### src/rtl/alu_share_if.sv
// Bundle of both requester ports, the registered result port and the grant
// counters shared between alu_share_arbiter (slave) and its environment (master).
interface alu_share_if #(
  parameter int TAG_W = 4,
  parameter int CNT_W = 16
);
  // Handshake: a transfer happens on a rising edge where valid & ready are both 1.
  // A producer holds valid and its payload stable until ready; ready may depend on valid.
  logic             req0_valid;
  logic             req0_ready;
  logic [31:0]      req0_a;
  logic [31:0]      req0_b;
  logic [3:0]       req0_op;
  logic [TAG_W-1:0] req0_tag;

  logic             req1_valid;
  logic             req1_ready;
  logic [31:0]      req1_a;
  logic [31:0]      req1_b;
  logic [3:0]       req1_op;
  logic [TAG_W-1:0] req1_tag;

  logic             out_valid;
  logic             out_ready;
  logic [31:0]      out_result;
  logic             out_z;
  logic             out_n;
  logic             out_c;
  logic             out_v;
  logic             out_src;
  logic [TAG_W-1:0] out_tag;

  logic             cnt_clr;
  logic [CNT_W-1:0] grant_cnt0;
  logic [CNT_W-1:0] grant_cnt1;

  modport slave (
    input  req0_valid, req0_a, req0_b, req0_op, req0_tag,
    output req0_ready,
    input  req1_valid, req1_a, req1_b, req1_op, req1_tag,
    output req1_ready,
    output out_valid, out_result, out_z, out_n, out_c, out_v, out_src, out_tag,
    input  out_ready,
    input  cnt_clr,
    output grant_cnt0, grant_cnt1
  );

  modport master (
    output req0_valid, req0_a, req0_b, req0_op, req0_tag,
    input  req0_ready,
    output req1_valid, req1_a, req1_b, req1_op, req1_tag,
    input  req1_ready,
    input  out_valid, out_result, out_z, out_n, out_c, out_v, out_src, out_tag,
    output out_ready,
    output cnt_clr,
    input  grant_cnt0, grant_cnt1
  );
endinterface

### src/rtl/alu_share_arbiter.sv
// One 32-bit ALU shared round-robin between the integer pipeline (port 0) and the
// address/branch unit (port 1), with a single registered result stage and grant counters.
module alu_share_arbiter #(
  parameter int TAG_W = 4,
  parameter int CNT_W = 16
) (
  input logic        clk,
  input logic        rst_n,
  alu_share_if.slave bus
);
  localparam logic [3:0] OP_ADD  = 4'd0;
  localparam logic [3:0] OP_SUB  = 4'd1;
  localparam logic [3:0] OP_AND  = 4'd2;
  localparam logic [3:0] OP_OR   = 4'd3;
  localparam logic [3:0] OP_XOR  = 4'd4;
  localparam logic [3:0] OP_SLL  = 4'd5;
  localparam logic [3:0] OP_SRL  = 4'd6;
  localparam logic [3:0] OP_SRA  = 4'd7;
  localparam logic [3:0] OP_SLT  = 4'd8;
  localparam logic [3:0] OP_SLTU = 4'd9;
  localparam logic [CNT_W-1:0] CNT_MAX = {CNT_W{1'b1}};

  logic             r_out_valid;
  logic [31:0]      r_out_result;
  logic             r_out_z, r_out_n, r_out_c, r_out_v;
  logic             r_out_src;
  logic [TAG_W-1:0] r_out_tag;
  logic             r_last_grant;
  logic [CNT_W-1:0] r_cnt0, r_cnt1;

  logic        w_can_accept;
  logic        w_any;
  logic        w_grant;
  logic        w_xfer;
  logic [31:0] w_a, w_b;
  logic [3:0]  w_op;
  logic [32:0] w_sum;
  logic [31:0] w_alu_res;
  logic        w_alu_c, w_alu_v, w_alu_z, w_alu_n;

  // Result slot frees up in the same cycle it drains, so no bubble under load.
  assign w_can_accept = ~r_out_valid | bus.out_ready;
  assign w_any        = bus.req0_valid | bus.req1_valid;
  assign w_grant      = (bus.req0_valid & bus.req1_valid) ? ~r_last_grant : bus.req1_valid;
  assign w_xfer       = w_can_accept & w_any;

  assign bus.req0_ready = w_can_accept & ~w_grant & bus.req0_valid;
  assign bus.req1_ready = w_can_accept &  w_grant & bus.req1_valid;

  assign w_a  = w_grant ? bus.req1_a  : bus.req0_a;
  assign w_b  = w_grant ? bus.req1_b  : bus.req0_b;
  assign w_op = w_grant ? bus.req1_op : bus.req0_op;

  // C follows the carry-out convention: for SUB, C=1 means no borrow.
  always_comb begin
    w_sum     = '0;
    w_alu_res = '0;
    w_alu_c   = 1'b0;
    w_alu_v   = 1'b0;
    case (w_op)
      OP_ADD: begin
        w_sum     = {1'b0, w_a} + {1'b0, w_b};
        w_alu_res = w_sum[31:0];
        w_alu_c   = w_sum[32];
        w_alu_v   = (w_a[31] == w_b[31]) && (w_sum[31] != w_a[31]);
      end
      OP_SUB: begin
        w_sum     = {1'b0, w_a} + {1'b0, ~w_b} + 33'd1;
        w_alu_res = w_sum[31:0];
        w_alu_c   = w_sum[32];
        w_alu_v   = (w_a[31] != w_b[31]) && (w_sum[31] != w_a[31]);
      end
      OP_AND:  w_alu_res = w_a & w_b;
      OP_OR:   w_alu_res = w_a | w_b;
      OP_XOR:  w_alu_res = w_a ^ w_b;
      OP_SLL:  w_alu_res = w_a << w_b[4:0];
      OP_SRL:  w_alu_res = w_a >> w_b[4:0];
      OP_SRA:  w_alu_res = $unsigned($signed(w_a) >>> w_b[4:0]);
      OP_SLT:  w_alu_res = {31'd0, ($signed(w_a) < $signed(w_b))};
      OP_SLTU: w_alu_res = {31'd0, (w_a < w_b)};
      default: w_alu_res = '0;
    endcase
  end

  assign w_alu_z = (w_alu_res == 32'd0);
  assign w_alu_n = w_alu_res[31];

  always_ff @(posedge clk or negedge rst_n) begin
    if (!rst_n) begin
      r_out_valid  <= 1'b0;
      r_out_result <= '0;
      r_out_z      <= 1'b0;
      r_out_n      <= 1'b0;
      r_out_c      <= 1'b0;
      r_out_v      <= 1'b0;
      r_out_src    <= 1'b0;
      r_out_tag    <= '0;
      r_last_grant <= 1'b1;
    end else if (w_xfer) begin
      r_out_valid  <= 1'b1;
      r_out_result <= w_alu_res;
      r_out_z      <= w_alu_z;
      r_out_n      <= w_alu_n;
      r_out_c      <= w_alu_c;
      r_out_v      <= w_alu_v;
      r_out_src    <= w_grant;
      r_out_tag    <= w_grant ? bus.req1_tag : bus.req0_tag;
      r_last_grant <= w_grant;
    end else if (bus.out_ready) begin
      r_out_valid  <= 1'b0;
    end
  end

  // Clear has priority over a same-cycle increment; counters stick at all-ones.
  always_ff @(posedge clk or negedge rst_n) begin
    if (!rst_n) begin
      r_cnt0 <= '0;
      r_cnt1 <= '0;
    end else if (bus.cnt_clr) begin
      r_cnt0 <= '0;
      r_cnt1 <= '0;
    end else if (w_xfer) begin
      if (!w_grant && r_cnt0 != CNT_MAX) r_cnt0 <= r_cnt0 + 1'b1;
      if ( w_grant && r_cnt1 != CNT_MAX) r_cnt1 <= r_cnt1 + 1'b1;
    end
  end

  assign bus.out_valid  = r_out_valid;
  assign bus.out_result = r_out_result;
  assign bus.out_z      = r_out_z;
  assign bus.out_n      = r_out_n;
  assign bus.out_c      = r_out_c;
  assign bus.out_v      = r_out_v;
  assign bus.out_src    = r_out_src;
  assign bus.out_tag    = r_out_tag;
  assign bus.grant_cnt0 = r_cnt0;
  assign bus.grant_cnt1 = r_cnt1;
endmodule

### src/flat_wrapper.sv
// flat-port wrapper written by rule: the top's interface ports become plain ports
module alu_share_arbiter_flat 
#(
  parameter int TAG_W = 4,
  parameter int CNT_W = 16
)
  (clk, rst_n, bus_req0_valid, bus_req0_a, bus_req0_b, bus_req0_op, bus_req0_tag, bus_req0_ready, bus_req1_valid, bus_req1_a, bus_req1_b, bus_req1_op, bus_req1_tag, bus_req1_ready, bus_out_valid, bus_out_result, bus_out_z, bus_out_n, bus_out_c, bus_out_v, bus_out_src, bus_out_tag, bus_out_ready, bus_cnt_clr, bus_grant_cnt0, bus_grant_cnt1);
  alu_share_if #(.TAG_W(TAG_W), .CNT_W(CNT_W)) bus_i ();
  input logic clk;
  input logic rst_n;
  input wire logic [$bits(bus_i.req0_valid)-1:0] bus_req0_valid;
  input wire logic [$bits(bus_i.req0_a)-1:0] bus_req0_a;
  input wire logic [$bits(bus_i.req0_b)-1:0] bus_req0_b;
  input wire logic [$bits(bus_i.req0_op)-1:0] bus_req0_op;
  input wire logic [$bits(bus_i.req0_tag)-1:0] bus_req0_tag;
  output wire logic [$bits(bus_i.req0_ready)-1:0] bus_req0_ready;
  input wire logic [$bits(bus_i.req1_valid)-1:0] bus_req1_valid;
  input wire logic [$bits(bus_i.req1_a)-1:0] bus_req1_a;
  input wire logic [$bits(bus_i.req1_b)-1:0] bus_req1_b;
  input wire logic [$bits(bus_i.req1_op)-1:0] bus_req1_op;
  input wire logic [$bits(bus_i.req1_tag)-1:0] bus_req1_tag;
  output wire logic [$bits(bus_i.req1_ready)-1:0] bus_req1_ready;
  output wire logic [$bits(bus_i.out_valid)-1:0] bus_out_valid;
  output wire logic [$bits(bus_i.out_result)-1:0] bus_out_result;
  output wire logic [$bits(bus_i.out_z)-1:0] bus_out_z;
  output wire logic [$bits(bus_i.out_n)-1:0] bus_out_n;
  output wire logic [$bits(bus_i.out_c)-1:0] bus_out_c;
  output wire logic [$bits(bus_i.out_v)-1:0] bus_out_v;
  output wire logic [$bits(bus_i.out_src)-1:0] bus_out_src;
  output wire logic [$bits(bus_i.out_tag)-1:0] bus_out_tag;
  input wire logic [$bits(bus_i.out_ready)-1:0] bus_out_ready;
  input wire logic [$bits(bus_i.cnt_clr)-1:0] bus_cnt_clr;
  output wire logic [$bits(bus_i.grant_cnt0)-1:0] bus_grant_cnt0;
  output wire logic [$bits(bus_i.grant_cnt1)-1:0] bus_grant_cnt1;
  assign bus_i.req0_valid = bus_req0_valid;
  assign bus_i.req0_a = bus_req0_a;
  assign bus_i.req0_b = bus_req0_b;
  assign bus_i.req0_op = bus_req0_op;
  assign bus_i.req0_tag = bus_req0_tag;
  assign bus_req0_ready = bus_i.req0_ready;
  assign bus_i.req1_valid = bus_req1_valid;
  assign bus_i.req1_a = bus_req1_a;
  assign bus_i.req1_b = bus_req1_b;
  assign bus_i.req1_op = bus_req1_op;
  assign bus_i.req1_tag = bus_req1_tag;
  assign bus_req1_ready = bus_i.req1_ready;
  assign bus_out_valid = bus_i.out_valid;
  assign bus_out_result = bus_i.out_result;
  assign bus_out_z = bus_i.out_z;
  assign bus_out_n = bus_i.out_n;
  assign bus_out_c = bus_i.out_c;
  assign bus_out_v = bus_i.out_v;
  assign bus_out_src = bus_i.out_src;
  assign bus_out_tag = bus_i.out_tag;
  assign bus_i.out_ready = bus_out_ready;
  assign bus_i.cnt_clr = bus_cnt_clr;
  assign bus_grant_cnt0 = bus_i.grant_cnt0;
  assign bus_grant_cnt1 = bus_i.grant_cnt1;
  alu_share_arbiter #(.TAG_W(TAG_W), .CNT_W(CNT_W)) u_core (.clk(clk), .rst_n(rst_n), .bus(bus_i));
endmodule
### config.mk
export PLATFORM = sky130hd
export DESIGN_NAME = alu_share_arbiter_flat
export DESIGN_NICKNAME = d
export VERILOG_FILES = /design/src/rtl/alu_share_if.sv /design/src/rtl/alu_share_arbiter.sv /design/src/flat_wrapper.sv
export SDC_FILE = /design/constraint.sdc
export NUM_CORES = 1
export LEC_CHECK = 0
export BUFFER_PORTS_ARGS = -buffer_cell sky130_fd_sc_hd__buf_2
export CORE_MARGIN = 2
export CORE_UTILIZATION = 49
export CTS_CLUSTER_DIAMETER = 40
export DETAILED_ROUTE_END_ITERATION = 8
export PLACE_DENSITY_LB_ADDON = 0.08
export SETUP_SLACK_MARGIN = 0.15
export SLEW_MARGIN = 15
export SYNTH_ARGS = -nofsm -noshare
export SYNTH_HDL_FRONTEND = slang
export SYNTH_SLANG_ARGS = --single-unit
### constraint.sdc
create_clock -name clk -period 15.35 [get_ports clk]
set_clock_uncertainty 0.2 [all_clocks]
set_input_delay 3.07 -clock clk [delete_from_list [all_inputs] [get_ports clk]]
set_output_delay 3.07 -clock clk [all_outputs]
set_load 0.02 [all_outputs]
# Word-level counts from Yosys, hierarchy flattened
# Index checks and enable logic that the tools add are counted.
# classes
magnitude_cmp	2
bitwise	15
n_reduce_logical	13
n_eq_ne	15
n_shift	3
mux	16
add_sub_neg	5
# op_table
operator	n
case mux 32 bit (10 select lines)	1
2-to-1 mux 16 bit	6
adder 32 x 32 -> 33 bit	2
less-than comparator 32 bit	2
2-to-1 mux 32 bit	2
adder 33 x 1 -> 33 bit (second input constant)	1
adder 16 x 1 -> 16 bit (second input constant)	2
AND 32 bit	1
zero test 32 bit	1
!= test 16 bit (second input constant)	2
NOT 32 bit	1
OR 32 bit	1
<< shifter 32 x 5 -> 32 bit	1
>> shifter 32 x 5 -> 32 bit	1
>>> shifter 32 x 5 -> 32 bit	1
XOR 32 bit	1
== test 4 x 3 -> 1 bit (second input constant)	4
== test 4 x 2 -> 1 bit (second input constant)	2
== test 4 bit (second input constant)	2
2-to-1 mux 4 bit	2
nonzero test 2 bit	4
AND 1 bit	6
== test 4 x 1 -> 1 bit (second input constant)	1
logical AND 1 bit	4
other kinds (9)	18
# word_totals
wordCells	80
regBits	75
input_bits	150
out_inout_bits	76

# Logic depth before layout (Yosys ltp)
# depth
word_depth	9
ltp_mapped	25
ltp_nobuf	18

# Worst setup path after synthesis
# No wires, ideal clock.
# synth_timing
path_kind	in2reg
startpoint	in bus_req1_valid
endpoint	reg u_core.r_out_z (netlist: u_core.bus.out_z)
path_buffers	9
path_stages	23
t_arrival_ns	8.025
required_ns	15.055
slack_ns	7.029
cell_sequence	a21bo_1 buf_6 buf_8 buf_8 buf_6 buf_2 buf_1 buf_1 clkbuf_1 nand2_1 nand2_1 ha_1 clkbuf_1 or3_1 or3_1 nor4_1 o211ai_1 a21oi_1 nand2_1 a311oi_1 o32ai_1 or4b_1 o31ai_1
# synth_between
elab_chain_cells	8
word_cells_on_any_way	31
cone_classes	add/sub: 3; order compare: 2; eq/ne: 9; shift: 3; mux: 5; bitwise: 7; reduce/logical: 2
# synth_rtl
element	line_no	source
start: declaration	flat_wrapper.sv:17	input wire logic [$bits(bus_i.req1_valid)-1:0] bus_req1_valid;
AND 1 bit	alu_share_arbiter.sv:44	assign w_grant = (bus.req0_valid & bus.req1_valid) ? ~r_last_grant : bus.req1_valid;
2-to-1 mux 1 bit	alu_share_arbiter.sv:44	
2-to-1 mux 32 bit	alu_share_arbiter.sv:51	assign w_b = w_grant ? bus.req1_b : bus.req0_b;
NOT 32 bit	alu_share_arbiter.sv:68	w_sum = {1'b0, w_a} + {1'b0, ~w_b} + 33'd1;
adder 32 x 32 -> 33 bit	alu_share_arbiter.sv:68	
adder 33 x 1 -> 33 bit	alu_share_arbiter.sv:68	
case mux 32 bit (10 select lines)	alu_share_arbiter.sv:60	case (w_op)
zero test 32 bit	alu_share_arbiter.sv:85	assign w_alu_z = (w_alu_res == 32'd0);
end signal: assignment	alu_share_arbiter.sv:102	r_out_z <= w_alu_z;
end: declaration	alu_share_arbiter.sv:25	logic r_out_z, r_out_n, r_out_c, r_out_v;
# Several ways; a longest one is shown, not always the timed one.
# A chain may end at the register's enable or synchronous reset.

# Worst setup path after layout
# layout_timing
startpoint	in bus_req0_valid
endpoint	reg u_core.r_out_z (netlist: u_core.bus.out_z)
# layout_between
elab_chain_cells	8
word_cells_on_any_way	31
cone_classes	add/sub: 3; order compare: 2; eq/ne: 9; shift: 3; mux: 5; bitwise: 7; reduce/logical: 2
# layout_rtl
element	line_no	source
start: declaration	flat_wrapper.sv:11	input wire logic [$bits(bus_i.req0_valid)-1:0] bus_req0_valid;
AND 1 bit	alu_share_arbiter.sv:44	
2-to-1 mux 1 bit	alu_share_arbiter.sv:44	
2-to-1 mux 32 bit	alu_share_arbiter.sv:51	
NOT 32 bit	alu_share_arbiter.sv:68	
adder 32 x 32 -> 33 bit	alu_share_arbiter.sv:68	
adder 33 x 1 -> 33 bit	alu_share_arbiter.sv:68	
case mux 32 bit (10 select lines)	alu_share_arbiter.sv:60	
zero test 32 bit	alu_share_arbiter.sv:85	
# Several ways; a longest one is shown, not always the timed one.

==> key figures <==
Run status
  – Run status: finished clean

Floorplanning
  – Die width: 178.3 um
  – Num rows: 63
  – Initial Util: 49.95%
  – Floorplan die area: 31780 um2
  – Core area: 29800 um2
  – Die outline height: 178.3 um
  – Number of top-level pins: 226

STA
  – Total setup violations reported at the end of the flow: 0
  – Hold Violations, Final: 0
  – Worst-margin pin slew: 1191 ps
  – Slew HR: 18.31%
  – Final Worst Setup Slack: 6064 ps
  – Post-route clock period utilization: 60.50%
  – RSZ-0062 raised after global routing: false
  – Setup total negative slack: 0 ps
  – Final critical delay including setup and external delays: 9286 ps
  – Maximum achievable frequency: 107.7 MHz
  – Max-slew violation count: 0

Clocking
  – Root buf cell: clkbuf_16
  – CTS H-tree lvls: 3
  – Total of cells resized after clock tree synthesis: 0
  – Clock tree buffer depth: 2
  – Num CTS Buffers: 9
  – CTS tree: built
  – Count of hold-fix buffers inserted at cts: 0
  – Number of clock sinks: 74
  – Clock latency reported for the late side of the worst-skew pair: 340 ps
  – Clock transition at path regs: 60 ps
  – Number of setup buffers added after CTS: 0

Critical path
  – Cells along the critical path: buf_2 > a21bo_4 > buf_4 > buf_4 > nand2_1 > nand2_1 > ha_1 > nor2_1 > a311o_1 > a31oi_1 > o211a_2 > o21ai_2 > a211oi_1 > o41ai_1 > nor3_1 > a2111oi_0 > o32ai_1 > or4b_1 > o31ai_1
  – Worst Setup SP: bus_req0_valid
  – Maximum fanout along the worst path: 54
  – Depth of the worst register-to-register path: 18
  – Worst EP required: 15390 ps
  – Worst reg2reg endpoint: u_core.bus.out_z
  – CP peak stage delay: 680 ps
  – Cell at the slowest stage of the critical path: buf_4
  – Startpoint type of the worst setup path: input pin
  – Critical path data arrival time: 9330 ps
  – Reg-to-reg slack, setup: 8400 ps
  – Top cell family by delay on the critical path: compound AO/OA/AOI/OAI gates
  – Worst Path Buf+Inv: 3
  – Class of the most critical setup path: in2reg
  – Worst Setup End Kind: register
  – Source of the worst register-to-register timing path: u_core.r_last_grant

Synthesis
  – Sequential cell area fraction in the yosys report: 12.45%
  – Number of library cell types mapped by synthesis: 88
  – Warnings from Yosys: 0
  – Area share of the largest cell type after synthesis: 14.39%
  – Mapped Nets: 2313
  – Primary flip-flop cell chosen by synthesis mapping: dfrtp_1
  – FFs w/ async S/R, synth: 100.0%
  – Avg Synthesized Cell Area: 7.232 um2
  – Top cell type by total area after synthesis: mux2i_1
  – Post-synthesis sequential element count: 74
  – Dominant cells by area after synthesis: mux2i_1 (14%), dfrtp_1 (12%), nand2_1 (8.9%), ha_1 (8.7%), mux2_2 (5.7%)
  – Count of flip-flops with a built-in enable after synthesis: 0
  – Gate count after technology mapping: 2058
  – Total standard cell area after synthesis: 14880 um2
  – Cell with the most instances after synthesis: nand2_1
  – Commonest cells post-synth: nand2_1 (353), mux2i_1 (214), nor2_1 (175)

Drt
  – Post-detailed-route via-to-cell ratio: 6.799
  – Final Routed Wirelength: 69790 um
  – Detailed-routing iteration count for the pre-antenna-repair pass: 6
  – Metal2 WL: 29360 um
  – Post-DR wirelength/cell: 27.08 um
  – Number of nets with antenna violations after routing: 0
  – Wire length the detailed router placed on met1: 28100 um
  – Uppermost layer routed: met5
  – DR vias: 17520
  – Drt drc: 0
  – Wire length on met3: 8449 um
  – Violation count after the first detailed-route iteration: 2598

Power
  – Cell area power density: 80.24 nW/um2
  – Leak pwr: 0.007821 uW
  – Power consumption: 1315 uW
  – Highest ir drop seen on vdd: 54.45 uV

Global route
  – Overflow left after global routing: 0
  – Vias in the first global route: 15781
  – Initial antenna violation count: 7
  – Largest net degree at the start of global routing: 75
  – Global-route wire length before repair: 102000 um
  – Aggregate global-route resource usage: 42.85%

Run
  – Max capacitance violation total: 0

Layout
  – Utilization after layout: 55.01%
  – Synth-to-layout area growth: 10.14%
  – Number of nets in the layout: 2434
  – Layout cell share with drive strength beyond 1: 17.86%

Min path
  – Hold_sp: u_core.bus.out_result[26]
  – Worst hold path depth: 2
  – Hold Path Class: reg2reg
  – Worst Hold Path EP: u_core.bus.out_result[26]

Placed design
  – Port bufs: 225
  – Post-detailed-placement half-perimeter wirelength: 54550 um
  – Pre-CTS worst setup slack: 5884 ps
  – RePlAce Congestion: 1.078
[cell families after synthesis]
group	share of synthesized area, %
compound gates	24.08
mux	21.40
xor+xnor	2.472
simple gates	23.51
fa+ha+maj	8.928
buf+inv	7.171
flops	12.45
[per-stage QoR]
step	hold slack [ps]	std cells	area, um2
after floorplan	321.5	2058	14880
after detailed placement	257.2	2558	16080
after CTS	271.6	2574	16380
final	267.0	2577	16390
after global placement	255.5	2558	16080
after global routing	291.4	2574	16380
[layer usage]
layer / track usage [%] / vias to the layer above
met2: 64.60 / 1177
met5: 0 / -
met4: 18.50 / 6
met3: 11.70 / 231
met1: 57.23 / 8337
li1: - / 7769
[power by group]
| group | switching, uW | total [uW] | internal (uW) |
|---|---|---|---|
| combinational | 583 | 868 | 284 |
| sequential | 14.5 | 236 | 221 |
| clock | 84.9 | 212 | 127 |
[cell usage in the layout, fill, tap and decap left out, types with 14 or more instances in the layout]
master | synthesis | final
nand2_1 | 353 | 353
buf_2 | 52 | 223
mux2i_1 | 214 | 211
nor2_1 | 175 | 174
a21oi_1 | 110 | 110
ha_1 | 103 | 103
inv_1 | 94 | 94
o21ai_0 | 81 | 81
mux2_2 | 75 | 76
dfrtp_1 | 73 | 73
nand3_1 | 51 | 51
nor3_1 | 44 | 44
o211ai_1 | 39 | 39
a211oi_1 | 35 | 35
buf_4 | 5 | 31
o22ai_1 | 29 | 29
a221oi_1 | 25 | 25
xor2_1 | 21 | 21
nor4_1 | 21 | 21
xnor2_1 | 21 | 21
a31oi_1 | 19 | 19
nand4_1 | 19 | 19
nor2b_1 | 16 | 16
o31ai_1 | 16 | 16
o221ai_1 | 15 | 15
and3_1 | 14 | 14
[sequential cells by signal, indices dropped and copies added, names as in the netlist]
name	count
u_core.bus.out_src	1
u_core.bus.out_c	1
u_core.bus.out_tag	4
u_core.bus.out_valid	1
u_core.bus.out_n	1
u_core.bus.grant_cnt0	16
u_core.r_last_grant	1
u_core.bus.out_v	1
u_core.bus.out_result	31
u_core.bus.out_z	1
u_core.bus.grant_cnt1	16
[cell type report]
class,count,area (um2)
antenna,3,7.507
clock buffer,9,225.2
inverter,97,364.1
timing repair buffer,254,1349
sequential,74,1853
fill,2921,13400
multi-input combinational,1743,12030
clock inverter,7,76.32
tap,390,488.0
[how the worst max path moves through the flow]
stage | depth (start not counted) | to | slack (ps)
global placement | 19 | u_core.bus.out_z | 6000
detailed placement | 19 | u_core.bus.out_z | 5880
global route | 19 | u_core.bus.out_z | 5720
CTS | 19 | u_core.bus.out_z | 6220
finish | 19 | u_core.bus.out_z | 6060
floorplan | 23 | u_core.bus.out_z | 7030
[worst reg2reg max path: cells and delay by family, from the launching register on]
family / cells / cell delay [ps]
DFF: 1 / 580
AOI/OAI and AO/OA: 10 / 3150
buffers and inverters: 2 / 1350
adders and majority gates: 1 / 360
and+or+nand+nor: 5 / 1190
No activity file was read; power rests on OpenSTA's default activity.
